**src/rtl/wb_msg_sink_pkg.sv**
```systemverilog
// ============================================================================
// Module      : wb_msg_sink_pkg
// Description : Register map and bit positions shared by the message sink.
// Revision    : 1.0 - initial release
// ============================================================================
`default_nettype none

package wb_msg_sink_pkg;

    localparam logic [1:0] REG_DATA   = 2'd0;
    localparam logic [1:0] REG_STATUS = 2'd1;
    localparam logic [1:0] REG_CTRL   = 2'd2;
    localparam logic [1:0] REG_STATS  = 2'd3;

    localparam int ST_FULL    = 31;
    localparam int ST_EMPTY   = 30;

    localparam int CTRL_FLUSH = 0;
    localparam int CTRL_IRQEN = 1;

    function automatic logic [15:0] sat_inc16(input logic [15:0] v);
        return (v == 16'hFFFF) ? v : v + 16'd1;
    endfunction

endpackage

`default_nettype wire

```
**src/rtl/msg_fifo_sync.sv**
```systemverilog
// ============================================================================
// Module      : msg_fifo_sync
// Description : Single-clock first-word-fall-through FIFO with synchronous flush.
// Revision    : 1.0 - initial release
// ============================================================================
`default_nettype none

module msg_fifo_sync #(
    parameter int WIDTH = 32,
    parameter int DEPTH = 16,
    localparam int AW   = $clog2(DEPTH),
    localparam int CW   = AW + 1
) (
    input  logic             clk,
    input  logic             rst_n,
    input  logic             i_push,
    input  logic [WIDTH-1:0] i_data,
    input  logic             i_pop,
    input  logic             i_flush,
    output logic [WIDTH-1:0] o_data,
    output logic [CW-1:0]    o_count,
    output logic             o_full,
    output logic             o_empty
);

    logic [WIDTH-1:0] r_mem [DEPTH];
    logic [AW-1:0]    r_wr_ptr;
    logic [AW-1:0]    r_rd_ptr;
    logic [CW-1:0]    r_count;
    logic             w_push;
    logic             w_pop;

    assign o_full  = (r_count == CW'(DEPTH));
    assign o_empty = (r_count == '0);
    assign o_count = r_count;
    assign o_data  = r_mem[r_rd_ptr];

    assign w_push  = i_push & ~o_full;
    assign w_pop   = i_pop & ~o_empty;

    // Flush wins over any pop or push presented on the same edge.
    always_ff @(posedge clk or negedge rst_n) begin
        if (!rst_n) begin
            r_wr_ptr <= '0;
            r_rd_ptr <= '0;
            r_count  <= '0;
        end else if (i_flush) begin
            r_wr_ptr <= '0;
            r_rd_ptr <= '0;
            r_count  <= '0;
        end else begin
            if (w_push) r_wr_ptr <= r_wr_ptr + AW'(1);
            if (w_pop)  r_rd_ptr <= r_rd_ptr + AW'(1);
            if (w_push && !w_pop)      r_count <= r_count + CW'(1);
            else if (w_pop && !w_push) r_count <= r_count - CW'(1);
        end
    end

    always_ff @(posedge clk) begin
        if (w_push && !i_flush) r_mem[r_wr_ptr] <= i_data;
    end

endmodule

`default_nettype wire

```
**src/rtl/wb_msg_sink.sv**
```systemverilog
// ============================================================================
// Module      : wb_msg_sink
// Description : Wishbone B3 slave buffering message words into a FWFT stream,
//               with STATUS/CTRL registers and a level interrupt.
//               Optional drop counter at address 3: WB_MSG_SINK_STATS_EN.
// Revision    : 1.0 - initial release
// ============================================================================
`default_nettype none

module wb_msg_sink
    import wb_msg_sink_pkg::*;
#(
    parameter int DEPTH = 16
) (
    input  logic        clk,
    input  logic        rst_sys_n,
    input  logic [31:0] wb_adr_i,
    input  logic [31:0] wb_dat_i,
    input  logic [3:0]  wb_sel_i,
    input  logic        wb_we_i,
    input  logic        wb_cyc_i,
    input  logic        wb_stb_i,
    output logic [31:0] wb_dat_o,
    output logic        wb_ack_o,
    output logic        wb_err_o,
    output logic [31:0] out_data,
    output logic        out_valid,
    input  logic        out_ready,
    output logic        irq
);

    localparam int CW = $clog2(DEPTH) + 1;

    logic          r_ack;
    logic          r_err;
    logic [31:0]   r_dat;
    logic          r_irq_en;

    logic [CW-1:0] w_count;
    logic          w_full;
    logic          w_empty;
    logic          w_req;
    logic [1:0]    w_reg;
    logic          w_push;
    logic          w_flush;
    logic          w_ctrl_wr;
    logic          w_ack_nxt;
    logic          w_err_nxt;
    logic [31:0]   w_dat_nxt;
    logic [31:0]   w_status;
    logic          w_unused_adr;

`ifdef WB_MSG_SINK_STATS_EN
    logic [15:0]   r_drops;
    logic          w_drop;
    logic          w_stats_clr;
`endif

    assign w_unused_adr = ^{wb_adr_i[31:4], wb_adr_i[1:0]};
    assign w_reg        = wb_adr_i[3:2];
    // A fresh request only when the previous cycle did not terminate one.
    assign w_req        = wb_cyc_i & wb_stb_i & ~r_ack & ~r_err;

    always_comb begin
        w_ack_nxt = 1'b0;
        w_err_nxt = 1'b0;
        w_dat_nxt = '0;
        w_push    = 1'b0;
        w_flush   = 1'b0;
        w_ctrl_wr = 1'b0;
`ifdef WB_MSG_SINK_STATS_EN
        w_drop      = 1'b0;
        w_stats_clr = 1'b0;
`endif
        w_status           = '0;
        w_status[ST_FULL]  = w_full;
        w_status[ST_EMPTY] = w_empty;
        w_status[CW-1:0]   = w_count;

        if (w_req) begin
            case (w_reg)
                REG_DATA: begin
                    if (!wb_we_i) begin
                        w_ack_nxt = 1'b1;
                    end else if (wb_sel_i == 4'hF && !w_full) begin
                        w_push    = 1'b1;
                        w_ack_nxt = 1'b1;
                    end else begin
                        w_err_nxt = 1'b1;
`ifdef WB_MSG_SINK_STATS_EN
                        w_drop    = 1'b1;
`endif
                    end
                end
                REG_STATUS: begin
                    w_ack_nxt = 1'b1;
                    if (!wb_we_i) w_dat_nxt = w_status;
                end
                REG_CTRL: begin
                    w_ack_nxt = 1'b1;
                    if (wb_we_i) begin
                        if (wb_sel_i[0]) begin
                            w_ctrl_wr = 1'b1;
                            w_flush   = wb_dat_i[CTRL_FLUSH];
                        end
                    end else begin
                        w_dat_nxt[CTRL_IRQEN] = r_irq_en;
                    end
                end
                default: begin
                    w_ack_nxt = 1'b1;
`ifdef WB_MSG_SINK_STATS_EN
                    if (wb_we_i) w_stats_clr = 1'b1;
                    else         w_dat_nxt   = {16'h0, r_drops};
`endif
                end
            endcase
        end
    end

    always_ff @(posedge clk or negedge rst_sys_n) begin
        if (!rst_sys_n) begin
            r_ack    <= 1'b0;
            r_err    <= 1'b0;
            r_dat    <= '0;
            r_irq_en <= 1'b0;
        end else begin
            r_ack <= w_ack_nxt;
            r_err <= w_err_nxt;
            r_dat <= w_dat_nxt;
            if (w_ctrl_wr) r_irq_en <= wb_dat_i[CTRL_IRQEN];
        end
    end

`ifdef WB_MSG_SINK_STATS_EN
    always_ff @(posedge clk or negedge rst_sys_n) begin
        if (!rst_sys_n)       r_drops <= '0;
        else if (w_stats_clr) r_drops <= '0;
        else if (w_drop)      r_drops <= sat_inc16(r_drops);
    end
`endif

    msg_fifo_sync #(
        .WIDTH (32),
        .DEPTH (DEPTH)
    ) u_fifo (
        .clk     (clk),
        .rst_n   (rst_sys_n),
        .i_push  (w_push),
        .i_data  (wb_dat_i),
        .i_pop   (out_ready),
        .i_flush (w_flush),
        .o_data  (out_data),
        .o_count (w_count),
        .o_full  (w_full),
        .o_empty (w_empty)
    );

    assign wb_ack_o  = r_ack;
    assign wb_err_o  = r_err;
    assign wb_dat_o  = r_dat;
    assign out_valid = ~w_empty;
    assign irq       = r_irq_en & ~w_empty;

endmodule

`default_nettype wire

```
**config.mk**
```make
export PLATFORM = sky130hd
export DESIGN_NAME = wb_msg_sink
export DESIGN_NICKNAME = d
export VERILOG_FILES = /design/src/rtl/wb_msg_sink_pkg.sv /design/src/rtl/msg_fifo_sync.sv /design/src/rtl/wb_msg_sink.sv
export SDC_FILE = /design/constraint.sdc
export NUM_CORES = 1
export LEC_CHECK = 0
export ABC_AREA = 1
export BUFFER_PORTS_ARGS = -buffer_cell sky130_fd_sc_hd__buf_2
export CAP_MARGIN = 20
export CORE_ASPECT_RATIO = 1.4
export CORE_UTILIZATION = 60
export CTS_CLUSTER_DIAMETER = 200
export DETAILED_ROUTE_END_ITERATION = 7
export PLACE_DENSITY = 0.76
export SLEW_MARGIN = 5
export SYNTH_ARGS = -nofsm -noshare
export SYNTH_HDL_FRONTEND = slang
export SYNTH_SLANG_ARGS = --single-unit
export TNS_END_PERCENT = 50
```
**constraint.sdc**
```tcl
create_clock -name clk -period 4.05 [get_ports clk]
set_clock_uncertainty 0.15 [all_clocks]
set_input_delay 0.2025 -clock clk [delete_from_list [all_inputs] [get_ports clk]]
set_output_delay 0.2025 -clock clk [all_outputs]
set_load 0.1 [all_outputs]
```
==> summary.txt <==
Global routing
  • Total global routing overflow: 0
  • Number of global-route vias before repair: 14.3k
  • First-pass GRT wire length: 77800 um
  • GRT Overall Usage: 27.7%
  • Antenna violations before repair: 1
  • Largest net degree at the start of global routing: 189

Floorplan
  • IO Pins: 142
  • Vertical extent of the die: 229 um
  • Site Rows: 82
  • Area of the core: 0.0360 sq mm
  • Width of the die: 164 um
  • Floorplan die area: 0.0375 sq mm
  • Starting utilization of the core area: 61.2%

Clocking
  • Total number of H-tree levels: 2
  • TritonCTS clock tree: yes
  • Post CTS Setup Buffer Count: 0
  • Post_cts resized: 0
  • Count of clock tree sinks: 535
  • Clock-pin slew on the worst setup and hold paths: 0.06 ns
  • CTS Root Cell: sky130_fd_sc_hd__clkbuf_16
  • Clock network latency to the later pin of the worst-skew pair: 0.56 ns
  • Number of buffers on the longest clock path: 3
  • TritonCTS Buffers: 48

Routing
  • Starting DRC count in detailed routing: 1603
  • Post-DR wirelength/cell: 20.3 um
  • Residual DRC count: 0
  • Detail-routed via count per cell: 5.81
  • Remaining number of nets flagged by the antenna check after routing: 0
  • Number of detailed-routing iterations run before antenna repair: 5
  • Routed WL: 50800 um
  • Vias after detailed routing: 14.5k

Setup path
  • Worst Path Required: 3.70 ns
  • Path type of the worst setup path: reg2out
  • Critical-path top delay cell: sky130_fd_sc_hd__clkinv_2
  • Cell Chain, Critical Path: clkinv_2 > buf_4 > nor2_1 > o21ai_0 > nand3_1 > nand2_1 > nand2_1 > buf_2
  • Arrival time at the worst endpoint: 3.22 ns
  • Slowest cell delay on critical path: 0.64 ns
  • Crit start category: register
  • Cell occurring most often along the worst timing path: sky130_fd_sc_hd__nand2_1
  • Worst-case reg-to-reg path depth: 7
  • Worst-path maximum fanout: 38
  • Crit end category: output pin

STA
  • Unrepaired setup endpoints after global routing: false
  • Final-report hold violation count: 0
  • Count of endpoints failing setup in the final report: 0
  • Post-layout minimum cycle time: 3.57 ns
  • WHS: 0.0148 ns
  • Maximum frequency from static timing analysis: 280 MHz
  • Period Utilization, post-route: 88.2%
  • Accumulated negative setup slack: 0 ns
  • Worst rel slew slack: 31.9%
  • Fin. max-slew vios: 0
  • Least-Margin Pin Slew: 1.02 ns

Finish
  • Non-filler instance count after layout: 2497
  • Final-stage net count: 2083
  • Most common cell after layout, fill and taps aside: sky130_fd_sc_hd__edfxtp_1
  • Layout cells sized above 1: 10.7%
  • Synth-to-layout area growth: 12.4%
  • Commonest non-fill, non-tap cells in the layout: 512 x sky130_fd_sc_hd__edfxtp_1, 488 x sky130_fd_sc_hd__nand2_1, 268 x sky130_fd_sc_hd__nor2_1

Power
  • Static leakage: 0.00908 uW
  • Power after layout: 17800 uW
  • Max rail drop VDD: 0.898 mV
  • Cell area power density: 718 mW/mm^2

Logic synthesis
  • Mapped cell area: 0.0220 sq mm
  • Number of different library cells in the post-synthesis netlist: 26
  • Count of yosys warnings during synthesis: 0
  • Post-synthesis instance total: 1879
  • Top area cells in the synthesized netlist: sky130_fd_sc_hd__edfxtp_1 70%, sky130_fd_sc_hd__nand2_1 8.3%, sky130_fd_sc_hd__nor2_1 4.8%
  • Mean area per synthesized cell: 11.7 sq um
  • Yosys top cell by area: sky130_fd_sc_hd__edfxtp_1
  • Flops & latches, synth: 535
  • Area share of the largest cell type after synthesis: 69.7%
  • Sequential area share after synthesis: 72.3%

Place
  • Count of buffers inserted at the top-level ports: 86
  • GPL Wtd Cong: 0.762
  • DP HPWL: 26100 um
  • Cell total after placement: 2362

Worst hold path
  • Worst min-delay path category: in2async

Job
  • Max-cap viol count: 0

Status
  • Outcome: finished clean
[through the flow]
stage | utilization [%] | setup WS [ns] | area, sq um
after floorplan | - | 0.427 | 22100
after global placement | 63.6 | 1.04 | 22900
after detailed placement | 63.6 | 0.963 | 22900
after CTS | 68.8 | 0.448 | 24800
after global routing | 68.8 | 0.293 | 24800
final | 68.8 | 0.476 | 24800
[cell families after synthesis]
family                     synth area share, %
xor gates and xnor gates                 0.238
buffers and inverters                     4.62
other                                   0.0170
adders and majority gates                0.828
DFF                                       72.3
and+or+nand+nor                           17.0
AOI/OAI and AO/OA                         5.00
[sequential cells by signal, indices dropped and copies added (netlist names)]
| name | count |
|---|---|
| r_irq_en | 1 |
| u_fifo.o_count | 5 |
| u_fifo.r_mem | 512 |
| u_fifo.r_rd_ptr | 4 |
| u_fifo.r_wr_ptr | 4 |
| wb_ack_o | 1 |
| wb_dat_o | 7 |
| wb_err_o | 1 |
[area by class of cell]
| class | count | area [sq um] |
|---|---|---|
| sequential | 535 | 16000 |
| antenna | 1 | 2.50 |
| timing repair buffer | 167 | 1310 |
| tap | 462 | 578 |
| inverter | 58 | 224 |
| multi-input combinational | 1185 | 5290 |
| clock buffer | 62 | 1280 |
| fill | 2430 | 11200 |
| clock inverter | 27 | 144 |
[final timing paths]
path                                     from            endpoint  slack [ns]
max                        u_fifo.r_rd_ptr[1]        out_data[20]        0.48
min                                 rst_sys_n   u_fifo.o_count[2]        0.01
min reg2reg                 u_fifo.o_count[0]   u_fifo.o_count[0]        0.43
min in group clk                  wb_sel_i[1]  u_fifo.r_wr_ptr[0]        0.07
max in group asynchronous           rst_sys_n  u_fifo.r_rd_ptr[0]        3.31
max reg2reg                 u_fifo.o_count[1]  u_fifo.r_mem[0][2]        1.03
[timing repair]
| action | in CTS | in global routing |
|---|---|---|
| hold endpoints to repair | 549 | 0 |
| setup endpoints to repair | 0 | 0 |
| hold buffers | 45 | 0 |
[metal layers]
| layer | global-route usage, % | routed length (um) |
|---|---|---|
| met2 | 48.5 | 26200 |
| met1 | 35.1 | 19300 |
| met5 | 0 | 0 |
| met4 | 10.3 | 1590 |
| met3 | 3.59 | 3680 |
[where the power goes]
group / switching, uW / internal (uW)
clock: 1940 / 2250
combinational: 5850 / 1560
sequential: 90.3 / 6110
total: 7880 / 9920
[cells in the mapped netlist, drive strengths merged]
| cell type | n |
|---|---|
| nand3 | 157 |
| ha | 13 |
| nand3b | 2 |
| o211ai | 32 |
| nor2 | 286 |
| inv | 58 |
| dfrtp | 23 |
| nand4 | 2 |
| nand2 | 488 |
| o21ai | 103 |
| edfxtp | 512 |
| fa | 1 |
| a21oi | 68 |
| xnor2 | 1 |
| nor3 | 1 |
| buf | 105 |
| conb | 1 |
| a31oi | 1 |
| xor2 | 5 |
| clkbuf | 20 |
[critical path, delay by kind of cell, from the launching register on]
kind | cells | cell delay, ns
compound gates | 1 | 0.08
flops | 1 | 0.56
simple gates | 4 | 0.42
buf+inv | 3 | 1.57
Note: power is estimated with default switching activity, not from simulation.
